===== config.mk =====
export PLATFORM = sky130hd
export DESIGN_NAME = data_packer
export DESIGN_NICKNAME = d
export VERILOG_FILES = /design/src/rtl/data_pkg.sv /design/src/rtl/data_packer.sv
export SDC_FILE = /design/constraint.sdc
export NUM_CORES = 1
export LEC_CHECK = 0
export ABC_AREA = 1
export BUFFER_PORTS_ARGS = -buffer_cell sky130_fd_sc_hd__buf_2
export CAP_MARGIN = 20
export CORE_ASPECT_RATIO = 0.9
export CORE_MARGIN = 2
export CORE_UTILIZATION = 57
export CTS_CLUSTER_SIZE = 20
export DETAILED_ROUTE_END_ITERATION = 12
export GPL_TIMING_DRIVEN = 0
export PLACE_DENSITY = 0.82
export RECOVER_POWER = 50
export SLEW_MARGIN = 20
export SYNTH_ARGS = -nofsm -noshare
export SYNTH_HDL_FRONTEND = slang
export SYNTH_SLANG_ARGS = --single-unit

===== constraint.sdc =====
create_clock -name clk -period 2.21 [get_ports clk]
set_input_delay 0.442 -clock clk [delete_from_list [all_inputs] [get_ports clk]]
set_output_delay 0.442 -clock clk [all_outputs]
set_load 0.01 [all_outputs]

===== src/rtl/data_pkg.sv =====
// -----------------------------------------------------------------------------
// data_pkg
// Shared helpers for the data_packer serial-to-parallel packer.
//   clog2    : ceiling log2, usable in constant (elaboration) context
//   RATIO    : beats per word for the default 2-bit -> 8-bit configuration
//   CNT_W    : beat-counter width for the default configuration
//   LANES_W  : width of the lane-count output for the default configuration
//   lane_lo  : low bit index of lane idx inside the output word
// Modules with non-default widths derive their own constants with the same
// functions, so the default-valued constants here serve as a reference point.
// -----------------------------------------------------------------------------
package data_pkg;

    function automatic int clog2(input int value);
        int r;
        r = 0;
        while ((1 << r) < value) begin
            r = r + 1;
        end
        return r;
    endfunction

    localparam int DEF_IN_W  = 2;
    localparam int DEF_OUT_W = 8;
    localparam int RATIO     = DEF_OUT_W / DEF_IN_W;
    localparam int CNT_W     = clog2(RATIO);
    localparam int LANES_W   = CNT_W + 1;

    // MSB-first puts beat 0 in the top lane; LSB-first puts it in the bottom.
    function automatic int lane_lo(input int idx, input bit msb_first,
                                   input int in_w, input int out_w);
        if (msb_first) begin
            return out_w - in_w * (idx + 1);
        end
        return in_w * idx;
    endfunction

endpackage


===== src/rtl/data_packer.sv =====
// -----------------------------------------------------------------------------
// data_packer
// Collects OUT_W/IN_W narrow input beats into one output word, with
// valid/ready flow control on both sides, selectable lane order, early
// flush of a partial word on din_last, and a selectable idle-gap policy.
//
// Ports
//   clk        : clock, rising edge
//   rst_n      : asynchronous active-low reset
//   din        : input beat (IN_W bits)
//   din_en     : input beat valid
//   din_last   : beat closes the current word (qualified by din_en)
//   din_rdy    : packer accepts a beat this cycle (combinational)
//   dout       : packed word, unused lanes are 0
//   dout_en    : output word valid
//   dout_rdy   : consumer accepts the word
//   dout_lanes : number of valid beats in dout (1..RATIO), 0 after reset
// -----------------------------------------------------------------------------
module data_packer
    import data_pkg::*;
#(
    parameter int IN_W        = 2,
    parameter int OUT_W       = 8,
    parameter bit MSB_FIRST   = 1'b1,
    parameter bit GAP_DISCARD = 1'b1
) (
    input  logic                             clk,
    input  logic                             rst_n,
    input  logic [IN_W-1:0]                  din,
    input  logic                             din_en,
    input  logic                             din_last,
    output logic                             din_rdy,
    output logic [OUT_W-1:0]                 dout,
    output logic                             dout_en,
    input  logic                             dout_rdy,
    output logic [clog2(OUT_W/IN_W):0]       dout_lanes
);

    localparam int N_LANES   = OUT_W / IN_W;
    localparam int CNT_BITS  = (clog2(N_LANES) < 1) ? 1 : clog2(N_LANES);
    localparam int LANE_BITS = clog2(N_LANES) + 1;

    generate
        if ((OUT_W % IN_W) != 0 || N_LANES < 2) begin : g_bad_params
            $error("data_packer: OUT_W must be a multiple of IN_W with OUT_W/IN_W >= 2");
        end
    endgenerate

    logic [CNT_BITS-1:0]  cnt_q, cnt_d;
    logic [OUT_W-1:0]     acc_q, acc_d;
    logic [OUT_W-1:0]     dout_q, dout_d;
    logic                 dout_en_q, dout_en_d;
    logic [LANE_BITS-1:0] lanes_q, lanes_d;

    logic                 accept;
    logic                 final_beat;
    logic [OUT_W-1:0]     merged;

    // Ready only looks at registered state and the consumer, never at din.
    assign din_rdy    = !dout_en_q || dout_rdy;
    assign accept     = din_en && din_rdy;
    assign final_beat = accept && ((cnt_q == CNT_BITS'(N_LANES - 1)) || din_last);

    // Accumulator with the current beat dropped into lane cnt_q.
    genvar gi;
    generate
        for (gi = 0; gi < N_LANES; gi++) begin : g_lane
            localparam int LO = lane_lo(gi, MSB_FIRST, IN_W, OUT_W);
            assign merged[LO +: IN_W] = (cnt_q == CNT_BITS'(gi)) ? din : acc_q[LO +: IN_W];
        end
    endgenerate

    // Accumulator and beat counter.
    always_comb begin
        cnt_d = cnt_q;
        acc_d = acc_q;
        if (accept) begin
            if (final_beat) begin
                cnt_d = '0;
                acc_d = '0;
            end else begin
                cnt_d = cnt_q + CNT_BITS'(1);
                acc_d = merged;
            end
        end else if (!din_en && GAP_DISCARD) begin
            // A true idle cycle; stalled cycles (din_en=1, din_rdy=0) keep state.
            cnt_d = '0;
            acc_d = '0;
        end
    end

    // Output register: a final beat in the same cycle as a drain replaces
    // the word without dropping dout_en.
    always_comb begin
        dout_d    = dout_q;
        dout_en_d = dout_en_q;
        lanes_d   = lanes_q;
        if (dout_en_q && dout_rdy) begin
            dout_en_d = 1'b0;
        end
        if (final_beat) begin
            dout_d    = merged;
            dout_en_d = 1'b1;
            lanes_d   = LANE_BITS'(cnt_q) + LANE_BITS'(1);
        end
    end

    always_ff @(posedge clk or negedge rst_n) begin
        if (!rst_n) begin
            cnt_q     <= '0;
            acc_q     <= '0;
            dout_q    <= '0;
            dout_en_q <= 1'b0;
            lanes_q   <= '0;
        end else begin
            cnt_q     <= cnt_d;
            acc_q     <= acc_d;
            dout_q    <= dout_d;
            dout_en_q <= dout_en_d;
            lanes_q   <= lanes_d;
        end
    end

    assign dout       = dout_q;
    assign dout_en    = dout_en_q;
    assign dout_lanes = lanes_q;

endmodule


==> impl_metrics.py, run 1 <==
metrics = {
    "pwr": {
        "total_power_w": 0.000887,
        "p_switching_w": 0.000228,
        "cellPowerDensity_nw_per_um2": 723,
        "p_leak_nw": 0.717,
        "vdd.ir_drop.worst_v": 0.000438,
        "intPower_w": 0.000658,
        "combPwrFrac_pct": 14.8,
        "swShare_pct": 25.7,
        "pwr-share-seq_pct": 50.4,
        "power.share.clock_pct": 34.8,
    },
    "cts": {
        "clkSinkCount": 22,
        "clockBufferDepth": 2,
        "cts_hold_buf": 0,
        "post-cts-setup-buffers": 0,
        "cts_tree": "built",
        "cts_buffers": 3,
        "clk_pin_slew_ns": 0.13,
        "cts_max_level": 1,
        "post_cts_resized": 0,
        "cts-root-buf": "clkbuf_4",
        "insertion_delay_ns": 0.31,
    },
    "drt": {
        "drt_iter0_markers": 38,
        "remaining_drc_errors": 0,
        "postRouteAntennaNets": 0,
        "routedWlPerCell_um": 11.5,
        "dr.pass1.iters": 5,
        "vias": 911,
        "viasPerCell": 5.09,
        "wirelength_um": 2060,
        "wl_met3_um": 154,
        "wl_met1_um": 943,
        "topRoutingLayerUsed": "met4",
        "met2_length_um": 946,
    },
    "setup_path": {
        "start_kind": "register",
        "cp.arrival_ns": 1.06,
        "cp-end-kind": "output pin",
        "critPathKind": "reg -> out",
        "worstPathRequired_ns": 1.77,
        "cp_max_fo": 6,
    },
    "synthesis": {
        "synthTopCellsByArea": "dfrtp_1 (52%), nand2_1 (24%), nand3_1 (9.0%), ha_1 (4.7%), inv_1 (2.8%)",
        "synth_nets": 143,
        "yosysUniqueCellTypes": 14,
        "syn_avg_cell_area_um2": 8.01,
        "synthCells": 132,
        "ys_ff_latch": 22,
        "synth_warnings": 0,
        "synth_area_um2": 1060,
        "synth_area_leader_cell": "dfrtp_1",
        "seq_area_frac_synth_pct": 52.1,
        "netlist.area_leader.share_pct": 52.1,
    },
    "final_layout": {
        "diodes": 0,
        "final_nets": 167,
        "drive_gt1_share_pct": 14.8,
        "syn2layout_area_growth_pct": 16.0,
        "final_cells": 179,
        "most-common-layout-cells": "nand2_1 (69), dfrtp_1 (22), nand3_1 (19), buf_2 (13), inv_1 (8)",
        "utilization_pct": 71.4,
        "final_common_cell": "nand2_1",
    },
    "global_routing": {
        "grt_usage_pct": 21.8,
        "antenna_found_initial": 0,
        "gr-total-overflow": 0,
        "grt_pass1_wl_um": 3600,
        "grt_max_degree": 23,
        "grt_pass1_vias": 846,
    },
    "sta": {
        "fmax_mhz": 665,
        "finalCritPeriodShare_pct": 68.1,
        "relSlewSlack_pct": 26.8,
        "setup_viol": 0,
        "maxSlewViolCount": 0,
        "finalCriticalPeriod_ns": 1.50,
        "hold_violations": 0,
        "rsz0062_at_grt": "no",
        "fin_tns_setup_ns": 0,
        "tightest_slew_ns": 1.10,
        "finalClockSkew_ns": 0.00573,
    },
    "placement": {
        "dpl.hpwl_um": 1510,
        "port_buffers": 19,
        "place.gp.congestion": 0.847,
        "placed_cells": 175,
    },
    "floorplan": {
        "start_util_pct": 61.6,
        "rows": 14,
        "dieArea_um2": 2220,
        "ioPinCount": 20,
        "die_width_um": 49.4,
        "coreArea_um2": 1720,
        "fp.dieH_um": 44.9,
    },
    "worst_hold_path": {
        "hold_path.class": "in -> async",
    },
    "flow_run": {
        "maxCapViolCount": 0,
    },
    "run_status": {
        "status": "completed",
    },
}
==> layer usage <==
layer | vias to the layer above | GRT usage, %
met1 | 409 | 29.4
met4 | 0 | 8.89
met2 | 39 | 35.9
li1 | 461 | -
met3 | 2 | 3.97
met5 | - | 0
==> worst max-delay path, cell delays in order, from the launching register on <==
cell and delay, ns:
dfrtp_1 0.44, nand2_2 0.16, buf_2 0.15
==> metrics by stage <==
step / cell area (um^2) / hold WS [ns] / worst slack (ns)
2_1_floorplan: 1060 / 0.146 / 1.01
3_3_place_gp: 1180 / 0.416 / 0.833
3_5_place_dp: 1180 / 0.423 / 0.803
4_1_cts: 1230 / 0.0698 / 0.701
5_1_grt: 1230 / 0.412 / 0.651
6_report: 1230 / 0.296 / 0.706
==> synthesized netlist by cell type (all sizes together) <==
library cell   n
inv            9
nor2           1
nand4          2
dfrtp         22
nand3         19
nand2         70
a21oi          1
ha             4
buf            3
clkinv         1
==> layout make-up <==
cell class | count | area [um^2]
fill | 149 | 490
timing repair buffer | 19 | 86.3
clock inverter | 1 | 30.0
buffer | 3 | 23.8
multi-input combinational | 97 | 445
tap | 24 | 30.0
sequential | 22 | 551
clock buffer | 3 | 22.5
inverter | 10 | 37.5
==> power groups by stage <==
stage / Sequential [W] / Combinational [W] / Clock [W]
after floorplan: 0.000464 / 0.0000682 / 0
after global placement: 0.000452 / 0.000130 / 0
after detailed placement: 0.000454 / 0.000134 / 0
after CTS: 0.000446 / 0.000136 / 0.000316
after global routing: 0.000449 / 0.000148 / 0.000328
final: 0.000446 / 0.000131 / 0.000309
==> logic make-up (layout without fill, tap and decap cells) <==
family | after synthesis | in the layout | synth area share (%)
compound gates | 1 | 1 | 1.54
fa+ha+maj | 4 | 4 | 4.73
simple gates | 92 | 92 | 35.9
buf+inv | 13 | 36 | 5.80
flops | 22 | 22 | 52.1
==> registers in the layout (all words and copies together), names as in the netlist <==
signal / flops
dout: 8
acc_q: 8
dout_lanes: 3
cnt_q: 2
dout_en: 1
==> path summary, 6_finish.rpt <==
check                      slack (ns)  cells past startpoint                  from                        end
max                              0.71                      2   dout_en$_DFFE_PN0P_                    din_rdy
min                              0.30                      1                 rst_n  dout_lanes[2]$_DFFE_PN0P_
max reg2reg                      0.78                      6  cnt_q[1]$_DFFE_PN0P_       acc_q[0]$_DFFE_PN0P_
min reg2reg                      0.49                      2  acc_q[1]$_DFFE_PN0P_       acc_q[1]$_DFFE_PN0P_
max in group asynchronous        1.26                      1                 rst_n       cnt_q[0]$_DFFE_PN0P_
min in group clk                 0.43                      3                din_en  dout_lanes[0]$_DFFE_PN0P_
No activity file was read; power rests on OpenSTA's default activity.
==> inputs of run 2 (changes only) <==
CORE_UTILIZATION = 53   (was 57)
PLACE_DENSITY = 0.77   (was 0.82)
clock period = 1.5 ns   (was 2.21 ns; I/O delays follow)
==> run 2 against run 1 <==
Sequential power is 48% higher. Non-clock buffer count is 1 higher. Power rose by 47%. Clock-buffer cell count unchanged. Register-to-register slack lost 0.65 ns. Final area is 1.7% higher. Routed wire length fell by 2.2%. Worst hold slack lost 0.014 ns. Critical path depth increased by 5. Critical endpoint is now dout[6]$_DFFE_PN0P_. Largest power group unchanged.
==> impl_metrics.py, run 2 (same netlist as run 1, synthesis figures left out) <==
metrics = {
    "run_status": {
        "status": "completed",
    },
    "cts": {
        "post-cts-setup-buffers": 0,
        "clkSinkCount": 22,
        "clockBufferDepth": 2,
        "cts_max_level": 1,
        "cts-root-buf": "clkbuf_4",
        "insertion_delay_ns": 0.30,
        "cts_tree": "built",
        "clk_pin_slew_ns": 0.13,
        "cts_buffers": 3,
    },
    "global_routing": {
        "grt_pass1_wl_um": 3390,
        "grt_pass1_vias": 765,
        "antenna_found_initial": 0,
        "grt_max_degree": 23,
        "gr-total-overflow": 0,
        "grt_usage_pct": 19.0,
    },
    "sta": {
        "relSlewSlack_pct": 64.6,
        "tightest_slew_ns": 0.532,
        "finalCritPeriodShare_pct": 91.1,
        "hold_violations": 0,
        "finalClockSkew_ns": 0.00502,
        "fin_tns_setup_ns": 0,
        "timing.hold.ws_ns": 0.282,
        "maxSlewViolCount": 0,
        "rsz0062_at_grt": "no",
        "setup_viol": 0,
        "finalCriticalPeriod_ns": 1.37,
        "fmax_mhz": 732,
    },
    "pwr": {
        "p_leak_nw": 0.721,
        "vdd.ir_drop.worst_v": 0.000636,
        "cellPowerDensity_nw_per_um2": 1040,
    },
    "floorplan": {
        "die_width_um": 51.1,
        "fp.dieH_um": 46.4,
        "rows": 15,
        "coreArea_um2": 1900,
        "ioPinCount": 20,
        "dieArea_um2": 2370,
        "start_util_pct": 55.8,
    },
    "drt": {
        "viasPerCell": 4.88,
        "postRouteAntennaNets": 0,
        "routedWlPerCell_um": 11.1,
        "dr.pass1.iters": 4,
        "wirelength_um": 2020,
        "vias": 883,
        "remaining_drc_errors": 0,
        "drt_iter0_markers": 17,
    },
    "setup_path": {
        "cp_max_fo": 10,
        "cp-end-kind": "register",
        "reg2regPathDepth": 7,
        "critPathKind": "reg -> reg",
        "crit_path_max_incr_delay_ns": 0.43,
        "cp_cell_sequence": "ha_2 -> inv_1 -> nand2_2 -> nand3_1 -> buf_4 -> nand2_1 -> nand2_1",
        "worstPathRequired_ns": 1.71,
        "crit_top_cell": "nand2_1",
        "cp.arrival_ns": 1.57,
        "critPathSlowestCell": "dfrtp_1",
        "start_kind": "register",
    },
    "final_layout": {
        "syn2layout_area_growth_pct": 18.0,
        "diodes": 0,
        "final_common_cell": "nand2_1",
        "drive_gt1_share_pct": 17.3,
        "final_area_um2": 1250,
        "utilization_pct": 65.8,
        "final_nets": 168,
        "most-common-layout-cells": "nand2_1 (68), dfrtp_1 (22), nand3_1 (19), buf_2 (13), inv_1 (8)",
    },
    "worst_hold_path": {
        "hold_depth": 3,
        "hold_path.class": "in -> reg",
    },
    "placement": {
        "place.gp.congestion": 0.806,
        "dpl.hpwl_um": 1490,
        "post_dp_cell_area_um2": 1180,
        "port_buffers": 19,
    },
    "flow_run": {
        "maxCapViolCount": 0,
    },
}
==> run 2: cell count changes in the layout (fill, tap and decap cells not counted), sizes merged <==
cell / delta
dlygate4sd3: +1
clkinv: -1
clkinvlp: +1
==> run 2: report_power, final <==
part           switching [W]  internal, W
registers          0.0000255     0.000633
clock network       0.000179     0.000270
logic               0.000125    0.0000685
total               0.000330     0.000971
==> run 2: worst max-delay path, delay by kind of cell (launching register included) <==
kind	cells	cell delay (ns)
buffers and inverters	2	0.27
adders and majority gates	1	0.22
and+or+nand+nor	4	0.36
DFF	1	0.43
==> run 2: metrics by stage <==
step                total power, W  std cells  setup slack [ns]
finish                     0.00130        181             0.134
global route               0.00136        181            0.0565
CTS                        0.00132        181            0.0483
detailed placement        0.000866        176            0.0910
global placement          0.000860        176             0.124
floorplan                 0.000785        132             0.300
==> run 2: final timing paths <==
kind | startpoint | to | slack [ns]
max | cnt_q[0]$_DFFE_PN0P_ | dout[6]$_DFFE_PN0P_ | 0.13
min reg2reg | dout_lanes[0]$_DFFE_PN0P_ | dout_lanes[0]$_DFFE_PN0P_ | 0.48
min | din_en | dout_lanes[1]$_DFFE_PN0P_ | 0.28
min in group asynchronous | rst_n | dout[0]$_DFFE_PN0P_ | 0.51
max in group asynchronous | rst_n | acc_q[5]$_DFFE_PN0P_ | 0.64
max reg2reg | cnt_q[0]$_DFFE_PN0P_ | dout[6]$_DFFE_PN0P_ | 0.13
==> run 2: layout make-up <==
| type | count | area, um^2 |
|---|---|---|
| plain buffers | 3 | 23.8 |
| clock buffers | 3 | 22.5 |
| clock inverters | 1 | 30.0 |
| fillers | 157 | 648 |
| inverters | 10 | 41.3 |
| multi-input cells | 97 | 450 |
| flip-flops and latches | 22 | 551 |
| well taps | 25 | 31.3 |
| repair buffers | 20 | 97.6 |
==> run 2: what timing repair did <==
action	CTS	global route
endpoints found under the setup margin	0	10
resized for setup	0	3
endpoints found under the hold margin	22	0
hold buffers	1	0
==> run 2: routing by layer <==
metal	global-route usage (%)	vias up	share of wire (%)
met1	27.4	405	51
met4	4.86	0	0.59
li1	-	458	-
met2	30.4	18	45
met5	0	-	0
met3	2.92	2	3.9
